### src/rtl/uart_baud_gen.sv
// Baud-tick generator for the UART TX/RX datapaths: fractional prescalers,
// RX oversample/mid-bit strobes, and deferred divisor updates while running.

module uart_baud_prescaler #(
  parameter int unsigned DIV_W  = 16,
  parameter int unsigned FRAC_W = 4
) (
  input  logic              clock,
  input  logic              reset,
  input  logic              run,
  input  logic              restart,
  input  logic [DIV_W-1:0]  p_int,
  input  logic [FRAC_W-1:0] p_frac,
  output logic              wrap
);

  logic              running;
  logic [DIV_W-1:0]  cnt;
  logic [FRAC_W-1:0] acc;
  logic [FRAC_W:0]   sum;
  logic [DIV_W-1:0]  term;

  // A carry out of the accumulator stretches the current period by one cycle.
  always_comb begin
    sum  = {1'b0, acc} + {1'b0, p_frac};
    term = sum[FRAC_W] ? p_int : p_int - DIV_W'(1);
    wrap = run && running && !restart && (cnt == term);
  end

  // The first enabled edge only arms the counter, so period n ends T1+..+Tn
  // edges after the enable (or restart) edge.
  always_ff @(posedge clock) begin
    if (reset || !run) begin
      running <= 1'b0;
      cnt     <= '0;
      acc     <= '0;
    end else if (restart) begin
      running <= 1'b1;
      cnt     <= '0;
      acc     <= '0;
    end else if (!running) begin
      running <= 1'b1;
    end else if (wrap) begin
      cnt <= '0;
      acc <= sum[FRAC_W-1:0];
    end else begin
      cnt <= cnt + DIV_W'(1);
    end
  end

endmodule

module uart_baud_gen #(
  parameter int unsigned DIV_W       = 16,
  parameter int unsigned FRAC_W      = 4,
  parameter int unsigned OVERSAMPLE  = 16,
  parameter int unsigned DEFAULT_DIV = 27
) (
  input  logic              clock,
  input  logic              reset,
  input  logic [DIV_W-1:0]  div_int,
  input  logic [FRAC_W-1:0] div_frac,
  input  logic              cfg_load,
  input  logic              tx_en,
  input  logic              rx_en,
  input  logic              rx_resync,
  output logic              tx_tick,
  output logic              rx_os_tick,
  output logic              rx_sample_tick,
  output logic              cfg_pending
);

  localparam int unsigned OS_W = $clog2(OVERSAMPLE);
  localparam logic [OS_W-1:0] OS_LAST = OS_W'(OVERSAMPLE - 1);
  localparam logic [OS_W-1:0] OS_MID  = OS_W'(OVERSAMPLE / 2 - 1);

  if (OVERSAMPLE < 4 || (OVERSAMPLE & (OVERSAMPLE - 1)) != 0) begin : g_bad_os
    $error("uart_baud_gen: OVERSAMPLE must be a power of two >= 4");
  end

  typedef enum logic {
    CFG_IDLE,
    CFG_PEND
  } cfg_state_t;

  cfg_state_t        cfg_state, cfg_next;
  logic [DIV_W-1:0]  act_int, pend_int, p_int;
  logic [FRAC_W-1:0] act_frac, pend_frac;
  logic              idle, act_load, act_from_pend, pend_load;
  logic              tx_wrap, rx_wrap;
  logic [OS_W-1:0]   tx_os_cnt, rx_phase;

  assign idle        = !tx_en && !rx_en;
  assign cfg_pending = (cfg_state == CFG_PEND);
  assign p_int       = (act_int < DIV_W'(2)) ? DIV_W'(2) : act_int;

  // Divisor update FSM: the active divisor only changes while both
  // generators are held, so no period ever changes mid-count.
  always_ff @(posedge clock) begin
    if (reset) cfg_state <= CFG_IDLE;
    else       cfg_state <= cfg_next;
  end

  always_comb begin
    cfg_next      = cfg_state;
    act_load      = 1'b0;
    act_from_pend = 1'b0;
    pend_load     = 1'b0;
    if (cfg_load && idle) begin
      act_load = 1'b1;
      cfg_next = CFG_IDLE;
    end else if (cfg_load) begin
      pend_load = 1'b1;
      cfg_next  = CFG_PEND;
    end else if (cfg_state == CFG_PEND && idle) begin
      act_load      = 1'b1;
      act_from_pend = 1'b1;
      cfg_next      = CFG_IDLE;
    end
  end

  always_ff @(posedge clock) begin
    if (reset) begin
      act_int   <= DIV_W'(DEFAULT_DIV);
      act_frac  <= '0;
      pend_int  <= '0;
      pend_frac <= '0;
    end else begin
      if (pend_load) begin
        pend_int  <= div_int;
        pend_frac <= div_frac;
      end
      if (act_load) begin
        act_int  <= act_from_pend ? pend_int  : div_int;
        act_frac <= act_from_pend ? pend_frac : div_frac;
      end
    end
  end

  uart_baud_prescaler #(
    .DIV_W  (DIV_W),
    .FRAC_W (FRAC_W)
  ) u_tx_pre (
    .clock   (clock),
    .reset   (reset),
    .run     (tx_en),
    .restart (1'b0),
    .p_int   (p_int),
    .p_frac  (act_frac),
    .wrap    (tx_wrap)
  );

  uart_baud_prescaler #(
    .DIV_W  (DIV_W),
    .FRAC_W (FRAC_W)
  ) u_rx_pre (
    .clock   (clock),
    .reset   (reset),
    .run     (rx_en),
    .restart (rx_resync),
    .p_int   (p_int),
    .p_frac  (act_frac),
    .wrap    (rx_wrap)
  );

  always_ff @(posedge clock) begin
    if (reset || !tx_en) begin
      tx_os_cnt <= '0;
      tx_tick   <= 1'b0;
    end else begin
      tx_tick <= tx_wrap && (tx_os_cnt == OS_LAST);
      if (tx_wrap) tx_os_cnt <= tx_os_cnt + OS_W'(1);
    end
  end

  // Resync shares the disabled path; a coinciding tick is dropped.
  always_ff @(posedge clock) begin
    if (reset || !rx_en || rx_resync) begin
      rx_phase       <= '0;
      rx_os_tick     <= 1'b0;
      rx_sample_tick <= 1'b0;
    end else begin
      rx_os_tick     <= rx_wrap;
      rx_sample_tick <= rx_wrap && (rx_phase == OS_MID);
      if (rx_wrap) rx_phase <= rx_phase + OS_W'(1);
    end
  end

endmodule

### config.mk
export PLATFORM = sky130hd
export DESIGN_NAME = uart_baud_gen
export DESIGN_NICKNAME = d
export VERILOG_FILES = /design/src/rtl/uart_baud_gen.sv
export SDC_FILE = /design/constraint.sdc
export NUM_CORES = 1
export LEC_CHECK = 0
export CAP_MARGIN = 10
export CORE_MARGIN = 1.5
export CORE_UTILIZATION = 50
export CTS_CLUSTER_DIAMETER = 150
export DETAILED_ROUTE_END_ITERATION = 10
export PLACE_DENSITY = 0.77
export SLEW_MARGIN = 20
export SYNTH_ARGS = -nofsm -noshare
export SYNTH_HDL_FRONTEND = slang
export SYNTH_SLANG_ARGS = --single-unit
### constraint.sdc
create_clock -name clock -period 5.19 [get_ports clock]
set_input_delay 1.038 -clock clock [delete_from_list [all_inputs] [get_ports clock]]
set_output_delay 1.038 -clock clock [all_outputs]
set_load 0.01 [all_outputs]
# Word level (Yosys, flattened, before mapping)
# Cells that the tools add are included.
dict set report classes {
  n_addsub 7
  magnitude_cmp 1
  eq_ne 4
  n_mux 17
  n_reduce_logical 21
}
# op count
set ops {}
lappend ops {{16-bit 2-to-1 mux} 6}
lappend ops {{16-bit by 1-bit adder with 16-bit output (second input constant)} 2}
lappend ops {{16-bit == test} 2}
lappend ops {{16-bit by 2-bit < comparator with 1-bit output (second input constant)} 1}
lappend ops {{16-bit by 1-bit subtractor with 16-bit output (second input constant)} 1}
lappend ops {{4-bit by 4-bit adder with 5-bit output} 2}
lappend ops {{1-bit logical AND} 10}
lappend ops {{1-bit 2-to-1 mux} 10}
lappend ops {{4-bit by 1-bit adder with 4-bit output (second input constant)} 2}
lappend ops {{4-bit by 3-bit == test with 1-bit output (second input constant)} 1}
lappend ops {{4-bit == test (second input constant)} 1}
lappend ops {{4-bit 2-to-1 mux} 1}
lappend ops {{2-bit AND reduction} 2}
lappend ops {{2-bit OR reduction} 2}
lappend ops {{1-bit logical NOT} 3}
lappend ops {{1-bit logical OR} 3}
lappend ops {{2-bit nonzero test} 1}
dict set report totals {
  reg_bits 94
  elab_cells 66
}

# Depth between registers and ports, before layout
dict set report logic_depth {
  word_depth 7
  depth_mapped 15
  mapped_depth_nobuf 11
}

# Hierarchy
# From an unflattened synthesis, not the netlist that was laid out.
dict set report unflattened {
  hier_cells 704
  area_unflattened_um2 5891.9
}
# module n_inst cells_each area_per_inst_um2
set by_module_without_submodules {}
lappend by_module_without_submodules {uart_baud_prescaler 2 217 1830.5}
lappend by_module_without_submodules {uart_baud_gen 1 270 2230.9}

# Least setup slack after synthesis
# No wires, ideal clock.
dict set report synth_path {
  path_type {register -> register}
  start {reg act_int[10]}
  end {reg tx_os_cnt[2]}
  arrival_time_ns 4.490
  required_ns 5.120
  setup_slack_ns 0.630
  path_stages_with_launch 14
  path_cell_list {dfxtp_1 > clkbuf_1 > or4_1 > o41ai_2 > ha_1 > or3b_2 > or3_4 > or4_4 > mux2_4 > nor4_4 > nand4b_1 > buf_4 > or3_1 > a21oi_1}
}
dict set report synth_between {
  elab_chain_cells 6
}
# item line
set synth_rtl {}
lappend synth_rtl {{start: declaration} 87} ;# logic [DIV_W-1:0] act_int, pend_int, p_int;
lappend synth_rtl {{start signal: assignment} 124} ;# act_int <= DIV_W'(DEFAULT_DIV);
lappend synth_rtl {{start signal: assignment} 134} ;# act_int <= act_from_pend ? pend_int : div_int;
lappend synth_rtl {{16-bit by 2-bit < comparator with 1-bit output} 95} ;# assign p_int = (act_int < DIV_W'(2)) ? DIV_W'(2) : act_int;
lappend synth_rtl {{16-bit 2-to-1 mux (*)} 95}
lappend synth_rtl {{16-bit by 1-bit subtractor with 16-bit output} 26} ;# term = sum[FRAC_W] ? p_int : p_int - DIV_W'(1);
lappend synth_rtl {{16-bit 2-to-1 mux (*)} 26}
lappend synth_rtl {{16-bit == test (*)} 27} ;# wrap = run && running && !restart && (cnt == term);
lappend synth_rtl {{1-bit logical AND (*)} 27}
lappend synth_rtl {{end signal: assignment} 172} ;# if (tx_wrap) tx_os_cnt <= tx_os_cnt + OS_W'(1);
lappend synth_rtl {{end: declaration} 91} ;# logic [OS_W-1:0] tx_os_cnt, rx_phase;
# Mark *: on every way between the ends. The rest lies on a longest branch, timed or not.
# A chain may end at the register's enable or synchronous reset.

# Final worst setup path
# Same ends and word-level chain as after synthesis.

==> flow_summary.html <==
<table>
<tr><th>Metric</th><th>Value</th></tr>
<tr><th colspan="2">Critical path</th></tr>
<tr><td>Data arrival time of the critical path</td><td>5.18 ns</td></tr>
<tr><td>Worst Path Max Fanout</td><td>10</td></tr>
<tr><td>Startpoint type of the worst setup path</td><td>flop</td></tr>
<tr><td>Critical path data required time</td><td>5.50 ns</td></tr>
<tr><td>Worst Setup End Kind</td><td>flop</td></tr>
<tr><td>Worst Path Class, Setup</td><td>reg -&gt; reg</td></tr>
<tr><th colspan="2">Floorplanning</th></tr>
<tr><td>Die height</td><td>107 microns</td></tr>
<tr><td>Area of the core</td><td>10,400 sq um</td></tr>
<tr><td>I/O pin total</td><td>30</td></tr>
<tr><td>Initial Util</td><td>0.518</td></tr>
<tr><td>Horiz. Die Dim</td><td>107 microns</td></tr>
<tr><td>Core Rows</td><td>37</td></tr>
<tr><td>Die ar.</td><td>11,400 sq um</td></tr>
<tr><th colspan="2">Route</th></tr>
<tr><td>Total number of vias</td><td>4,722</td></tr>
<tr><td>Number of antenna-violating nets in the routed design</td><td>0</td></tr>
<tr><td>Initial drt markers</td><td>277</td></tr>
<tr><td>Post-detailed-route wirelength per cell</td><td>16.6 microns</td></tr>
<tr><td>DRT Pass-1 Iters</td><td>4</td></tr>
<tr><td>Final wirelength</td><td>13,400 microns</td></tr>
<tr><td>Drc violations</td><td>0</td></tr>
<tr><td>Drt via density</td><td>5.84</td></tr>
<tr><th colspan="2">Place</th></tr>
<tr><td>Placed cells</td><td>793</td></tr>
<tr><td>Number of buffers added on ports</td><td>29</td></tr>
<tr><td>Final estimated routing congestion in global placement</td><td>0.919</td></tr>
<tr><td>Post-detail-place hpwl</td><td>10,300 microns</td></tr>
<tr><td>DP Worst Slack</td><td>0.344 ns</td></tr>
<tr><th colspan="2">STA</th></tr>
<tr><td>Slack of the critical path</td><td>0.326 ns</td></tr>
<tr><td>Worst rel slew slack</td><td>0.396</td></tr>
<tr><td>Post-route minimum period</td><td>4.86 ns</td></tr>
<tr><td>Unrepaired setup endpoints after global routing</td><td>false</td></tr>
<tr><td>Final Max Slew Viols</td><td>0</td></tr>
<tr><td>Final period utilization</td><td>0.937</td></tr>
<tr><td>Post-route setup TNS</td><td>0 ns</td></tr>
<tr><td>Achievable frequency</td><td>0.206 GHz</td></tr>
<tr><td>Final Hold Violating Endpoints</td><td>0</td></tr>
<tr><td>Final setup violation count</td><td>0</td></tr>
<tr><td>Transition time at the pin with the least slew margin</td><td>0.898 ns</td></tr>
<tr><td>Worst Skew</td><td>0.0109 ns</td></tr>
<tr><th colspan="2">GRT</th></tr>
<tr><td>Gr usage total</td><td>0.250</td></tr>
<tr><td>First-pass GRT wire length</td><td>22,300 microns</td></tr>
<tr><td>Number of global-route vias before repair</td><td>4,542</td></tr>
<tr><td>Number of antenna violations at the first check in global routing</td><td>0</td></tr>
<tr><td>Maximum number of pins on one net before global-route repair</td><td>44</td></tr>
<tr><td>Total congestion overflow</td><td>0</td></tr>
<tr><th colspan="2">Clock tree</th></tr>
<tr><td>Register clock-pin slew on the reported worst setup and hold paths</td><td>0.10 ns</td></tr>
<tr><td>Post-CTS Repair Setup Buffers</td><td>0</td></tr>
<tr><td>Worst-skew pair later-pin latency</td><td>0.38 ns</td></tr>
<tr><td>Number of gates resized after cts</td><td>0</td></tr>
<tr><td>Hold buffer count at CTS</td><td>0</td></tr>
<tr><td>CTS tree</td><td>done</td></tr>
<tr><td>Clock root buffer</td><td>sky130_fd_sc_hd__clkbuf_8</td></tr>
<tr><td>Count of clock tree sinks</td><td>94</td></tr>
<tr><td>Clock tree buffer depth</td><td>2</td></tr>
<tr><td>Cts bufs inserted</td><td>9</td></tr>
<tr><td>H-tree level count</td><td>3</td></tr>
<tr><th colspan="2">Status</th></tr>
<tr><td>Status</td><td>completed</td></tr>
<tr><th colspan="2">Power</th></tr>
<tr><td>Power density cells</td><td>233 nW/um^2</td></tr>
<tr><td>Worst supply voltage drop on vdd</td><td>0.142 mV</td></tr>
<tr><td>Cell leakage power</td><td>0.00212 uW</td></tr>
<tr><th colspan="2">Finish</th></tr>
<tr><td>Syn-to-layout area delta</td><td>11.3%</td></tr>
<tr><td>Antenna cells</td><td>0</td></tr>
<tr><td>Final #Nets</td><td>709</td></tr>
<tr><td>Share of layout cells above drive strength 1</td><td>0.0818</td></tr>
<tr><td>Number of filler cells placed in the layout</td><td>982</td></tr>
<tr><td>Final std cells w/o fill</td><td>808</td></tr>
<tr><th colspan="2">Synth</th></tr>
<tr><td>Post-Synthesis Net Count</td><td>694</td></tr>
<tr><td>Portion of netlist area occupied by mux cells</td><td>0.0682</td></tr>
<tr><td>Sequential fraction of the synthesis area</td><td>0.349</td></tr>
<tr><td>Yosys warning total</td><td>0</td></tr>
<tr><td>Top post-synthesis cells by count</td><td>sky130_fd_sc_hd__dfxtp_1 (94), sky130_fd_sc_hd__nor2_1 (87), sky130_fd_sc_hd__nand2_1 (72)</td></tr>
<tr><td>Post-synth top flop</td><td>sky130_fd_sc_hd__dfxtp_1</td></tr>
<tr><td>Parity-gate share of the synthesized area counting xor and xnor cells</td><td>0.105</td></tr>
<tr><td>Distinct cell type count after synthesis</td><td>66</td></tr>
<tr><td>Post-synthesis instance total</td><td>653</td></tr>
<tr><td>Adder-cell share of the synthesized area</td><td>0.0376</td></tr>
<tr><td>Yosys top cell by area</td><td>sky130_fd_sc_hd__dfxtp_1</td></tr>
<tr><td>Compound-Gate Fraction of Synth Area</td><td>0.135</td></tr>
<tr><td>Asr flop ratio synth</td><td>0</td></tr>
<tr><td>Most numerous cell in the Yosys netlist</td><td>sky130_fd_sc_hd__dfxtp_1</td></tr>
<tr><td>Synth area leaders</td><td>sky130_fd_sc_hd__dfxtp_1 (35%), sky130_fd_sc_hd__mux2i_1 (6.1%), sky130_fd_sc_hd__nor2_1 (6.1%)</td></tr>
<tr><td>Flop and latch count out of synthesis</td><td>94</td></tr>
<tr><td>Syn_area_per_cell</td><td>8.27 sq um</td></tr>
<tr><td>Dominant combinational cell family by area after synthesis</td><td>simple AND/OR/NAND/NOR gates</td></tr>
<tr><td>Area fraction in and, or, nand and nor cells after synthesis</td><td>0.258</td></tr>
<tr><td>Number of flops mapped to enable cells by yosys</td><td>0</td></tr>
<tr><td>Combined area of all synthesized cells</td><td>5400 sq um</td></tr>
<tr><td>Area share of the leading cell type in the synthesized netlist</td><td>0.349</td></tr>
<tr><th colspan="2">Min path</th></tr>
<tr><td>Classification of the worst-slack hold path</td><td>reg -&gt; reg</td></tr>
<tr><th colspan="2">Flow run</th></tr>
<tr><td>Count of maximum capacitance violations</td><td>0</td></tr>
</table>
-- worst max-delay path, cell delays in order, from the launching register on --
cell and delay (ns):
sky130_fd_sc_hd__dfxtp_1 0.42, sky130_fd_sc_hd__or4_1 0.70, sky130_fd_sc_hd__o41ai_2 0.42, sky130_fd_sc_hd__ha_1 0.36, sky130_fd_sc_hd__or3b_2 0.55, sky130_fd_sc_hd__or3_4 0.38
sky130_fd_sc_hd__or4_4 0.47, sky130_fd_sc_hd__mux2_4 0.33, sky130_fd_sc_hd__nor4_4 0.27, sky130_fd_sc_hd__nand4b_1 0.20, sky130_fd_sc_hd__buf_4 0.24, sky130_fd_sc_hd__or3_1 0.31
sky130_fd_sc_hd__a21oi_1 0.15
-- state kept, by name (all words and copies together) (netlist names), 16 cells and up --
register / count
act_int: 16
pend_int: 16
u_rx_pre.cnt: 16
u_tx_pre.cnt: 16
-- stage by stage --
stage / cell area (sq um) / total power (uW) / util / hold slack (ns)
2_1_floorplan: 5400 / 895 / - / 0.435
3_3_place_gp: 5830 / 958 / 0.560 / 0.441
3_5_place_dp: 5830 / 963 / 0.560 / 0.447
4_1_cts: 6010 / 1420 / 0.577 / 0.461
5_1_grt: 6010 / 1470 / 0.577 / 0.473
6_report: 6010 / 1400 / 0.577 / 0.459
-- per-layer routing --
metal  global-route usage  wire length [microns]  vias to the layer above
li1                     -                      -                     2336
met3               0.0571                    751                       21
met5                    0                      0                        -
met2                0.413                   6460                      144
met4               0.0886                    276                        0
met1                0.319                   5940                     2221
-- path summary, 6_finish.rpt --
| path | start | slack (ns) | cells after the start | to |
|---|---|---|---|---|
| min | pend_int[7]$_SDFFE_PP0P_ | 0.46 | 2 | pend_int[7]$_SDFFE_PP0P_ |
| max reg2reg | act_int[10]$_SDFFE_PP0P_ | 0.33 | 12 | tx_os_cnt[2]$_SDFFE_PN0P_ |
| min reg2reg | pend_int[7]$_SDFFE_PP0P_ | 0.46 | 2 | pend_int[7]$_SDFFE_PP0P_ |
| max | act_int[10]$_SDFFE_PP0P_ | 0.33 | 12 | tx_os_cnt[2]$_SDFFE_PN0P_ |
-- cell usage in the layout, fill, tap and decap left out, drive strengths merged, types with 7 or more instances in the layout --
master         synthesis  final
a21oi                 35     35
nor3                  13     13
o21ai                 10     10
xor2                  36     36
xnor2                 29     29
dfxtp                 94     94
ha                    13     13
a211oi                18     18
buf                    7     20
nand3                 11     11
nand4                 15     15
nor2                  87     87
nand2                 72     72
inv                   16     20
or4                    7      7
nand4b                 7      7
nor4                  14     14
clkdlybuf4s50          0     29
clkbuf                38      9
and3                   9      9
mux2i                 33     33
-- layout make-up --
type / instances / area (sq um) / share of cell area
multi-input cells: 498 / 3280 / 0.546
inverters: 16 / 60.1 / 0.0100
flip-flops and latches: 94 / 1880 / 0.313
clock inverters: 6 / 52.6 / 0.00875
repair buffers: 49 / 440 / 0.0733
clock buffers: 9 / 124 / 0.0206
well taps: 136 / 170 / 0.0283
-- where the power goes --
| part | total [uW] | internal, uW | leakage (uW) | switching [uW] |
|---|---|---|---|---|
| Clock | 455 | 181 | 0.0000899 | 275 |
| Sequential | 759 | 741 | 0.000764 | 18.5 |
| Combinational | 188 | 80.0 | 0.00126 | 108 |
| Total | 1400 | 1000 | 0.00212 | 401 |
-- cells by family after synthesis --
kind of cell	Yosys count
AOI/OAI and AO/OA	107
adders and majority gates	15
DFF	94
muxes	36
and+or+nand+nor	275
buffers and inverters	61
xor gates and xnor gates	65
No activity file was read; power rests on OpenSTA's default activity.
